### src/rtl/computie_bus_pkg.sv
// Shared constants for the computie serial bus loader: ASCII codes, loader
// state encodings and bus request record field offsets.
package computie_bus_pkg;

  localparam logic [7:0] ASCII_CR     = 8'h0D;
  localparam logic [7:0] ASCII_LF     = 8'h0A;
  localparam logic [7:0] ASCII_SPACE  = 8'h20;
  localparam logic [7:0] ASCII_COLON  = 8'h3A;
  localparam logic [7:0] ASCII_R      = 8'h52;
  localparam logic [7:0] ASCII_R_LC   = 8'h72;
  localparam logic [7:0] ASCII_W      = 8'h57;
  localparam logic [7:0] ASCII_W_LC   = 8'h77;

  typedef enum logic [2:0] {
    LS_IDLE    = 3'd0,
    LS_ADDR    = 3'd1,
    LS_DATA    = 3'd2,
    LS_EMIT    = 3'd3,
    LS_DISCARD = 3'd4
  } loader_state_e;

  // Record layout is {mod, addr, data}; the read flag is the lowest mod bit.
  function automatic int rw_bit(input int bitwidth);
    return bitwidth * 2;
  endfunction

  function automatic int addr_lsb(input int bitwidth);
    return bitwidth;
  endfunction

endpackage

### src/rtl/computie_ascii_hex_decode.sv
// Combinational ASCII hex digit decoder: '0'-'9', 'A'-'F', 'a'-'f' -> nibble.
// Any other byte reports is_hex=0 with a zero nibble.
module computie_ascii_hex_decode (
  input  logic [7:0] ascii,
  output logic       is_hex,
  output logic [3:0] nibble
);

  always_comb begin
    is_hex = 1'b0;
    nibble = 4'h0;
    if (ascii >= 8'h30 && ascii <= 8'h39) begin
      is_hex = 1'b1;
      nibble = ascii[3:0];
    end else if ((ascii >= 8'h41 && ascii <= 8'h46) ||
                 (ascii >= 8'h61 && ascii <= 8'h66)) begin
      // Letters A-F/a-f carry 1..6 in their low nibble.
      is_hex = 1'b1;
      nibble = ascii[3:0] + 4'd9;
    end
  end

endmodule

### src/rtl/computie_bus_loader.sv
// Parses 'R<addr>' / 'W<addr>:<data>' ASCII lines into bus request records.
// Optional build macro COMPUTIE_BUS_LOADER_ERROR_COUNT_EN enables error_count.
module computie_bus_loader
  import computie_bus_pkg::*;
#(
  parameter int BITWIDTH = 32,
  parameter int MODWIDTH = 1
) (
  input  logic                           comm_clock,
  input  logic                           comm_reset,
  input  logic                           in_valid,
  output logic                           in_ready,
  input  logic [7:0]                     in_data,
  output logic                           out_valid,
  input  logic                           out_ready,
  output logic [BITWIDTH*2+MODWIDTH-1:0] out_data,
  output logic                           parse_error,
  output logic [7:0]                     error_count
);

  localparam int NDIG   = BITWIDTH / 4;
  localparam int CW     = $clog2(NDIG) + 1;
  localparam int RW_BIT = rw_bit(BITWIDTH);
  localparam int A_LSB  = addr_lsb(BITWIDTH);
  localparam logic [CW-1:0] NDIG_C = CW'(NDIG);

  loader_state_e         state;
  loader_state_e         nxt_state;
  logic                  rd;
  logic [CW-1:0]         count;
  logic [BITWIDTH-1:0]   addr;
  logic [BITWIDTH-1:0]   data;
  logic                  is_hex;
  logic [3:0]            nibble;
  logic                  accept;
  logic                  is_term;
  logic                  err_now;
  logic                  start_line;
  logic                  start_rd;
  logic                  shift_addr;
  logic                  shift_data;
  logic                  clr_count;
  logic                  emit;
  logic [BITWIDTH*2+MODWIDTH-1:0] record;

  computie_ascii_hex_decode u_hex (
    .ascii  (in_data),
    .is_hex (is_hex),
    .nibble (nibble)
  );

  assign in_ready = (state != LS_EMIT);
  assign accept   = in_valid && in_ready;
  assign is_term  = (in_data == ASCII_CR) || (in_data == ASCII_LF);

  always_comb begin
    nxt_state  = state;
    err_now    = 1'b0;
    start_line = 1'b0;
    start_rd   = 1'b0;
    shift_addr = 1'b0;
    shift_data = 1'b0;
    clr_count  = 1'b0;
    emit       = 1'b0;
    case (state)
      LS_IDLE: if (accept) begin
        if (in_data == ASCII_SPACE || is_term) begin
          nxt_state = LS_IDLE;
        end else if (in_data == ASCII_R || in_data == ASCII_R_LC) begin
          start_line = 1'b1;
          start_rd   = 1'b1;
          nxt_state  = LS_ADDR;
        end else if (in_data == ASCII_W || in_data == ASCII_W_LC) begin
          start_line = 1'b1;
          nxt_state  = LS_ADDR;
        end else begin
          err_now = 1'b1;
        end
      end
      LS_ADDR: if (accept) begin
        if (is_hex) begin
          if (count != NDIG_C) shift_addr = 1'b1;
          else                 err_now    = 1'b1;
        end else if (in_data == ASCII_COLON && count != '0 && !rd) begin
          clr_count = 1'b1;
          nxt_state = LS_DATA;
        end else if (is_term && count != '0 && rd) begin
          emit = 1'b1;
        end else begin
          err_now = 1'b1;
        end
      end
      LS_DATA: if (accept) begin
        if (is_hex) begin
          if (count != NDIG_C) shift_data = 1'b1;
          else                 err_now    = 1'b1;
        end else if (is_term && count != '0) begin
          emit = 1'b1;
        end else begin
          err_now = 1'b1;
        end
      end
      LS_EMIT: if (out_ready) nxt_state = LS_IDLE;
      LS_DISCARD: if (accept && is_term) nxt_state = LS_IDLE;
      default: nxt_state = LS_IDLE;
    endcase
    if (emit)    nxt_state = LS_EMIT;
    if (err_now) nxt_state = is_term ? LS_IDLE : LS_DISCARD;
  end

  always_comb begin
    record                        = '0;
    record[RW_BIT]                = rd;
    record[A_LSB +: BITWIDTH]     = addr;
    record[BITWIDTH-1:0]          = data;
  end

  always_ff @(posedge comm_clock or posedge comm_reset) begin
    if (comm_reset) begin
      state       <= LS_IDLE;
      rd          <= 1'b0;
      count       <= '0;
      out_valid   <= 1'b0;
      out_data    <= '0;
      parse_error <= 1'b0;
    end else begin
      state       <= nxt_state;
      parse_error <= err_now;
      if (start_line) rd <= start_rd;
      if (start_line || clr_count)       count <= '0;
      else if (shift_addr || shift_data) count <= count + CW'(1);
      if (emit) begin
        out_valid <= 1'b1;
        out_data  <= record;
      end else if (state == LS_EMIT && out_ready) begin
        out_valid <= 1'b0;
      end
    end
  end

  // Field accumulators are cleared at each line start, so they need no reset.
  always_ff @(posedge comm_clock) begin
    if (start_line) begin
      addr <= '0;
      data <= '0;
    end else begin
      if (shift_addr) addr <= {addr[BITWIDTH-5:0], nibble};
      if (shift_data) data <= {data[BITWIDTH-5:0], nibble};
    end
  end

`ifdef COMPUTIE_BUS_LOADER_ERROR_COUNT_EN
  logic [7:0] err_cnt;

  always_ff @(posedge comm_clock or posedge comm_reset) begin
    if (comm_reset)                    err_cnt <= 8'h00;
    else if (err_now && err_cnt != 8'hFF) err_cnt <= err_cnt + 8'd1;
  end

  assign error_count = err_cnt;
`else
  assign error_count = 8'h00;
`endif

endmodule

### config.mk
export PLATFORM = sky130hd
export DESIGN_NAME = computie_bus_loader
export DESIGN_NICKNAME = d
export VERILOG_FILES = /design/src/rtl/computie_bus_pkg.sv /design/src/rtl/computie_ascii_hex_decode.sv /design/src/rtl/computie_bus_loader.sv
export SDC_FILE = /design/constraint.sdc
export NUM_CORES = 1
export LEC_CHECK = 0
export BUFFER_PORTS_ARGS = -buffer_cell sky130_fd_sc_hd__buf_4
export CELL_PAD_IN_SITES_DETAIL_PLACEMENT = 2
export CELL_PAD_IN_SITES_GLOBAL_PLACEMENT = 2
export CORE_MARGIN = 2
export CORE_UTILIZATION = 35
export DETAILED_ROUTE_END_ITERATION = 8
export PLACE_DENSITY = 0.79
export REMOVE_ABC_BUFFERS = 1
export SYNTH_ARGS = -nofsm -noshare
export SYNTH_HDL_FRONTEND = slang
export SYNTH_SLANG_ARGS = --single-unit
### constraint.sdc
create_clock -name comm_clock -period 3.03 [get_ports comm_clock]
set_input_delay 0.4545 -clock comm_clock [delete_from_list [all_inputs] [get_ports comm_clock]]
set_output_delay 0.4545 -clock comm_clock [all_outputs]
set_load 0.05 [all_outputs]
Word level (Yosys, flattened, before mapping)
Cells that the tools add are included.

Memories: 0. Bits in latches: 0. Memory bits (writable): 0. Bits in registers: 139. Bits in read-only memories: 0. Bits of input ports: 12. Logic and storage cells: 121.

Reductions and logical operators: 23. Muxes and demuxes: 60. $mul: 0. Add/sub/neg operators: 2. Shift operators: 0. Bitwise logic cells: 0. Magnitude comparators: 6. Equal/unequal tests: 22. Div/mod/pow operators: 0.

Operators with widths (number): $mux 1 (41); $mux 3 (12); $eq 8x7->1 const B (4); $ne 4x4->1 const B (7); $eq 8x4->1 const B (2); $eq 8x6->1 const B (2); $ge 8x7->1 const B (2); $le 8x7->1 const B (2); $mux 4 (4); $pmux 3 s5 (1); $logic_and 1x1->1 (10); $ge 8x6->1 const B (1); $le 8x6->1 const B (1); $reduce_and 8->1 (1); $logic_or 1x1->1 (7); $eq 3x2->1 const B (2); $ne 6x6->1 const B (1); $add 4x1->4 const B (1); $add 4x4->4 const B (1); $reduce_bool 2->1 (2); $reduce_bool 4->1 (1); $eq 3x1->1 const B (1); $eq 3x3->1 const B (1); $logic_not 3->1 (1); 5 further kinds (5).

Longest topological paths before layout
Depth in word-level cells: 11. Depth in mapped cells: 10. Mapped depth without buffers: 8.

Modules after synthesis
From an unflattened synthesis, not the netlist that was laid out.

Cell total of the unflattened synthesis: 554. Area, all modules: 6002.0 um^2.

Modules (own cells, without submodules): computie_bus_loader (cells each 529, times used 1, area each 5798.1 um^2); computie_ascii_hex_decode (cells each 25, times used 1, area each 203.9 um^2).

Worst setup path before layout
OpenSTA, ideal clock, no wires.

Path type: input to register. Start point: input in_data[3]. End point: register data[10]. Path slack: 0.892 ns. Stages on the path: 6. Required time: 2.902 ns. Arrival time: 2.010 ns. Buffers on the path: 1. Cells stage by stage: or4b_4 -> nor3_4 -> o2111ai_4 -> buf_6 -> mux2i_1 -> nor2_1.

Word-level cells in the longest chain between the ends: 8. Elaborated cells on any way between the ends: 31.

Ends and longest elaborated chain: from (decl) (line computie_bus_loader.sv:13) `input logic [7:0] in_data,`; $ge 8x7->1 (tied with other cells) (line computie_ascii_hex_decode.sv:15) `end else if ((ascii >= 8'h41 && ascii <= 8'h46) ||`; $logic_and 1x1->1, on equally long branches (line computie_ascii_hex_decode.sv:15, computie_ascii_hex_decode.sv:16); $logic_or 1x1->1 (line computie_ascii_hex_decode.sv:15); $mux 1 (line computie_ascii_hex_decode.sv:15); $mux 1 (line computie_ascii_hex_decode.sv:12) `if (ascii >= 8'h30 && ascii <= 8'h39) begin`; $mux 1; $mux 1 (line computie_bus_loader.sv:93) `LS_DATA: if (accept) begin`; $mux 1 (line computie_bus_loader.sv:65) `case (state)`; to (signal assigned) (line computie_bus_loader.sv:148) `if (shift_data) data <= {data[BITWIDTH-5:0], nibble};`; to (decl) (line computie_bus_loader.sv:32) `logic [BITWIDTH-1:0] data;`.

Several ways; a longest one is shown, not always the timed one. A chain may end at the register's enable or synchronous reset.

Final worst setup path
Start point: register count[0]. End point: register data[22].

Word-level cells in the longest chain between the ends: 5.

Ends and longest elaborated chain: from (decl) (line computie_bus_loader.sv:30) `logic [CW-1:0] count;`; from (signal assigned) (line computie_bus_loader.sv:131) `else if (shift_addr || shift_data) count <= count + CW'(1);`; $ne 4x4->1 (line computie_bus_loader.sv:95) `if (count != NDIG_C) shift_data = 1'b1;`; $mux 1 (line computie_bus_loader.sv:95); $mux 1; $mux 1 (line computie_bus_loader.sv:93); $mux 1 (line computie_bus_loader.sv:65).

Every way passes these cells.

==> summary.md <==
| Metric | Value |
|---|---|
| Worst-path fanout max | 33 |
| CTS buffer count | 17 |
| Status | finished, final reports clean |
| Cells after synthesis | 613 |
| CP max stage delay | 0.50 ns |
| DRT Pass-1 Iters | 4 |
| Die Span X | 133.1 um |
| Yosys top cell area share | 0.3216 |
| Critical path arrival | 2.52 ns |
| CTS tree | done |
| # nets final | 708 |
| Largest net degree at the start of global routing | 67 |
| Post-CTS Setup Inserts | 0 |
| F_max | 444.0 MHz |
| Initial antenna violation count | 0 |
| Post-synth EDFFs | 0 |
| Sequential area share after synthesis | 0.5412 |
| Max-slew violation count | 0 |
| Distinct cells, synth | 56 |
| Drt wl/cell | 17.27 um |
| Yosys reg bits | 139 |
| # rows | 47 |
| Final Power | 4.609 mW |
| Final setup fails | 0 |
| Reg clk slew, reported paths | 0.06 ns |
| Vias | 4471 |
| Residual DRC | 0 |
| GR Overflow Total | 0 |
| Initial core utilization | 0.3544 |
| Period utilisation layout | 0.7433 |
| Setup WS post-layout | 0.7778 ns |
| CTS sink cnt | 139 |
| Max-capacitance violation count | 0 |
| # hold bufs at CTS | 0 |
| Rel. slew slack | 0.4950 |
| CTS root buf | clkbuf_16 |
| Core Box Area | 0.01647 mm2 |
| Ports | 88 |
| Synth top cells by count | 201 x nand2_1, 76 x nor2_1, 75 x dfrtp_1, 65 x mux2i_1, 64 x dfxtp_1 |
| Critical Path, Cell by Cell | inv_1 -> ha_1 -> nand3b_1 -> o2111ai_4 -> buf_4 -> mux2i_1 -> nor2_1 |
| Most used DFF post-synth | dfrtp_1 |
| Antenna diodes | 0 |
| DRT Wirelength | 15920 um |
| Final hold vios | 0 |
| Maximum VDD drop | 0.0003971 V |
| Launching element type of the critical path | flop |
| Dpl hpwl | 10250 um |
| CP endpoint kind | flop |
| First-pass GRT wire length | 26420 um |
| Area leader, netlist | dfrtp_1 |
| WS Path Type | reg -> reg |
| Fill cells | 1803 |
| Worst clock skew | 0.005567 ns |
| Layout cells sized above 1 | 0.2037 |
| RSZ-0062 raised after global routing | false |
| H-tree depth | 4 |
| Mapped cell area | 0.005836 mm2 |
| DP Worst Slack | 0.3865 ns |
| Layout area overhead | 23.07% |
| GRT Util Overall | 0.1886 |
| Synth async-reset ratio | 0.5396 |
| Clk buf depth | 2 |
| Total leakage power | 4.034 nW |
| Seq. cell area | 0.003158 mm2 |
| Die Area | 0.01772 mm2 |
| Min Tclk post-route | 2.252 ns |
| Worst Path Required | 3.30 ns |
| IO Port Bufs | 79 |
| Multi-input gate area | 0.002437 mm2 |
| Gpl congestion | 0.7710 |
| Type of the tightest min-delay check | in -> async |
| Count leader, synth | nand2_1 |
| Synth area leaders | dfrtp_1 32%, dfxtp_1 22%, nand2_1 13% |
| Worst Path Buf+Inv | 2 |
| Antenna-violating nets left | 0 |
| Crit path max-delay family | buffers and inverters |
| Vias in the first global route | 5038 |
| Slowest cell on the critical path | buf_4 |
| Initial DRC Count | 188 |
| Die span in y | 133.1 um |
| Slew @ Worst Pin | 0.7575 ns |
| Pwr/cell area | 641.8 mW/mm2 |
| Clk_lat worst skew | 0.42 ns |
| Post-CTS sizing | 0 |
| Syn Area/Cell | 9.520 um2 |
| Yosys warning total | 0 |
| Vias per std cell | 4.849 |
-- per-layer routing --
metal | track usage | up-vias | part of all wire | routed length, um
li1 | - | 2121 | - | -
met1 | 0.2186 | 2280 | 0.42 | 6761
met2 | 0.3500 | 54 | 0.54 | 8576
met3 | 0.03995 | 16 | 0.025 | 391
met4 | 0.05496 | 0 | 0.012 | 192
met5 | 0 | - | 0 | 0
-- cells by family (layout without fill, tap and decap cells) --
group                    after synthesis  in the layout  share of synthesized area
other                                  1              8                  0.0006426
flip-flops                           139            139                     0.5412
multiplexers                          65             65                     0.1115
XOR/XNOR                               2              2                   0.003002
adder cells (fa/ha/maj)                7              7                    0.01501
AO/OA/AOI/OAI                         39             39                    0.05897
buffers and inverters                 50            132                    0.04781
AND/OR/NAND/NOR                      310            310                     0.2219
-- layout make-up --
type | instances | area share
sequential | 139 | 0.4397
multi-input combinational | 431 | 0.3394
timing repair buffer | 87 | 0.09094
clock buffer | 23 | 0.06934
tap | 220 | 0.03833
clock inverter | 9 | 0.01533
inverter | 13 | 0.006969
-- per-stage QoR --
stage          instance area, um2  setup TNS [ns]  std cells  hold slack, ns    util
3_3_place_gp                 6574               0        890          0.4240  0.3992
5_1_grt                      7182               0        922          0.1691  0.4362
4_1_cts                      7182               0        922          0.1403  0.4362
2_1_floorplan                5632          -56.41        583          0.4125       -
6_report                     7182               0        922          0.1248  0.4362
3_5_place_dp                 6574               0        890          0.4307  0.3992
-- layout by cell type (no fill, tap or decap), drive strengths merged, types with 4 or more instances in the layout --
cell type / count
nor2: 76
nand2b: 4
ha: 7
clkinv: 7
clkbuf: 23
nand2: 201
buf: 87
dfrtp: 75
dfxtp: 64
o21ai: 6
nand3: 4
nor3: 5
conb: 8
inv: 13
mux2i: 65
a21oi: 13
-- worst reg2reg max path, cell delays in order, from the launching register on --
cell and delay [ns]:
dfrtp_1 0.41, inv_1 0.12, ha_1 0.18, nand3b_1 0.28
o2111ai_4 0.21, buf_4 0.50, mux2i_1 0.33, nor2_1 0.08
-- sequential cells by signal (all words and copies together), names as in the netlist --
signal	cells
addr	32
data	32
out_data	65
rd	1
state	3
parse_error	1
count	4
out_valid	1
-- report_power, final --
part	leakage, nW	total (mW)	internal [mW]	switching (mW)
Combinational	2.18	0.528	0.193	0.336
Sequential	1.55	1.97	1.89	0.0753
Clock	0.304	2.11	1.32	0.787
-- final timing paths --
| kind | start | endpoint | slack (ns) | cells after the start |
|---|---|---|---|---|
| max in group asynchronous | comm_reset | state[1] | 2.13 | 3 |
| min | comm_reset | out_data[30] | 0.12 | 2 |
| min reg2reg | addr[31] | out_data[63] | 0.44 | 2 |
| max | count[0] | data[22] | 0.78 | 7 |
| min in group comm_clock | in_data[2] | rd | 0.36 | 2 |
| max reg2reg | count[0] | data[22] | 0.78 | 7 |
Note: power is estimated with default switching activity, not from simulation.
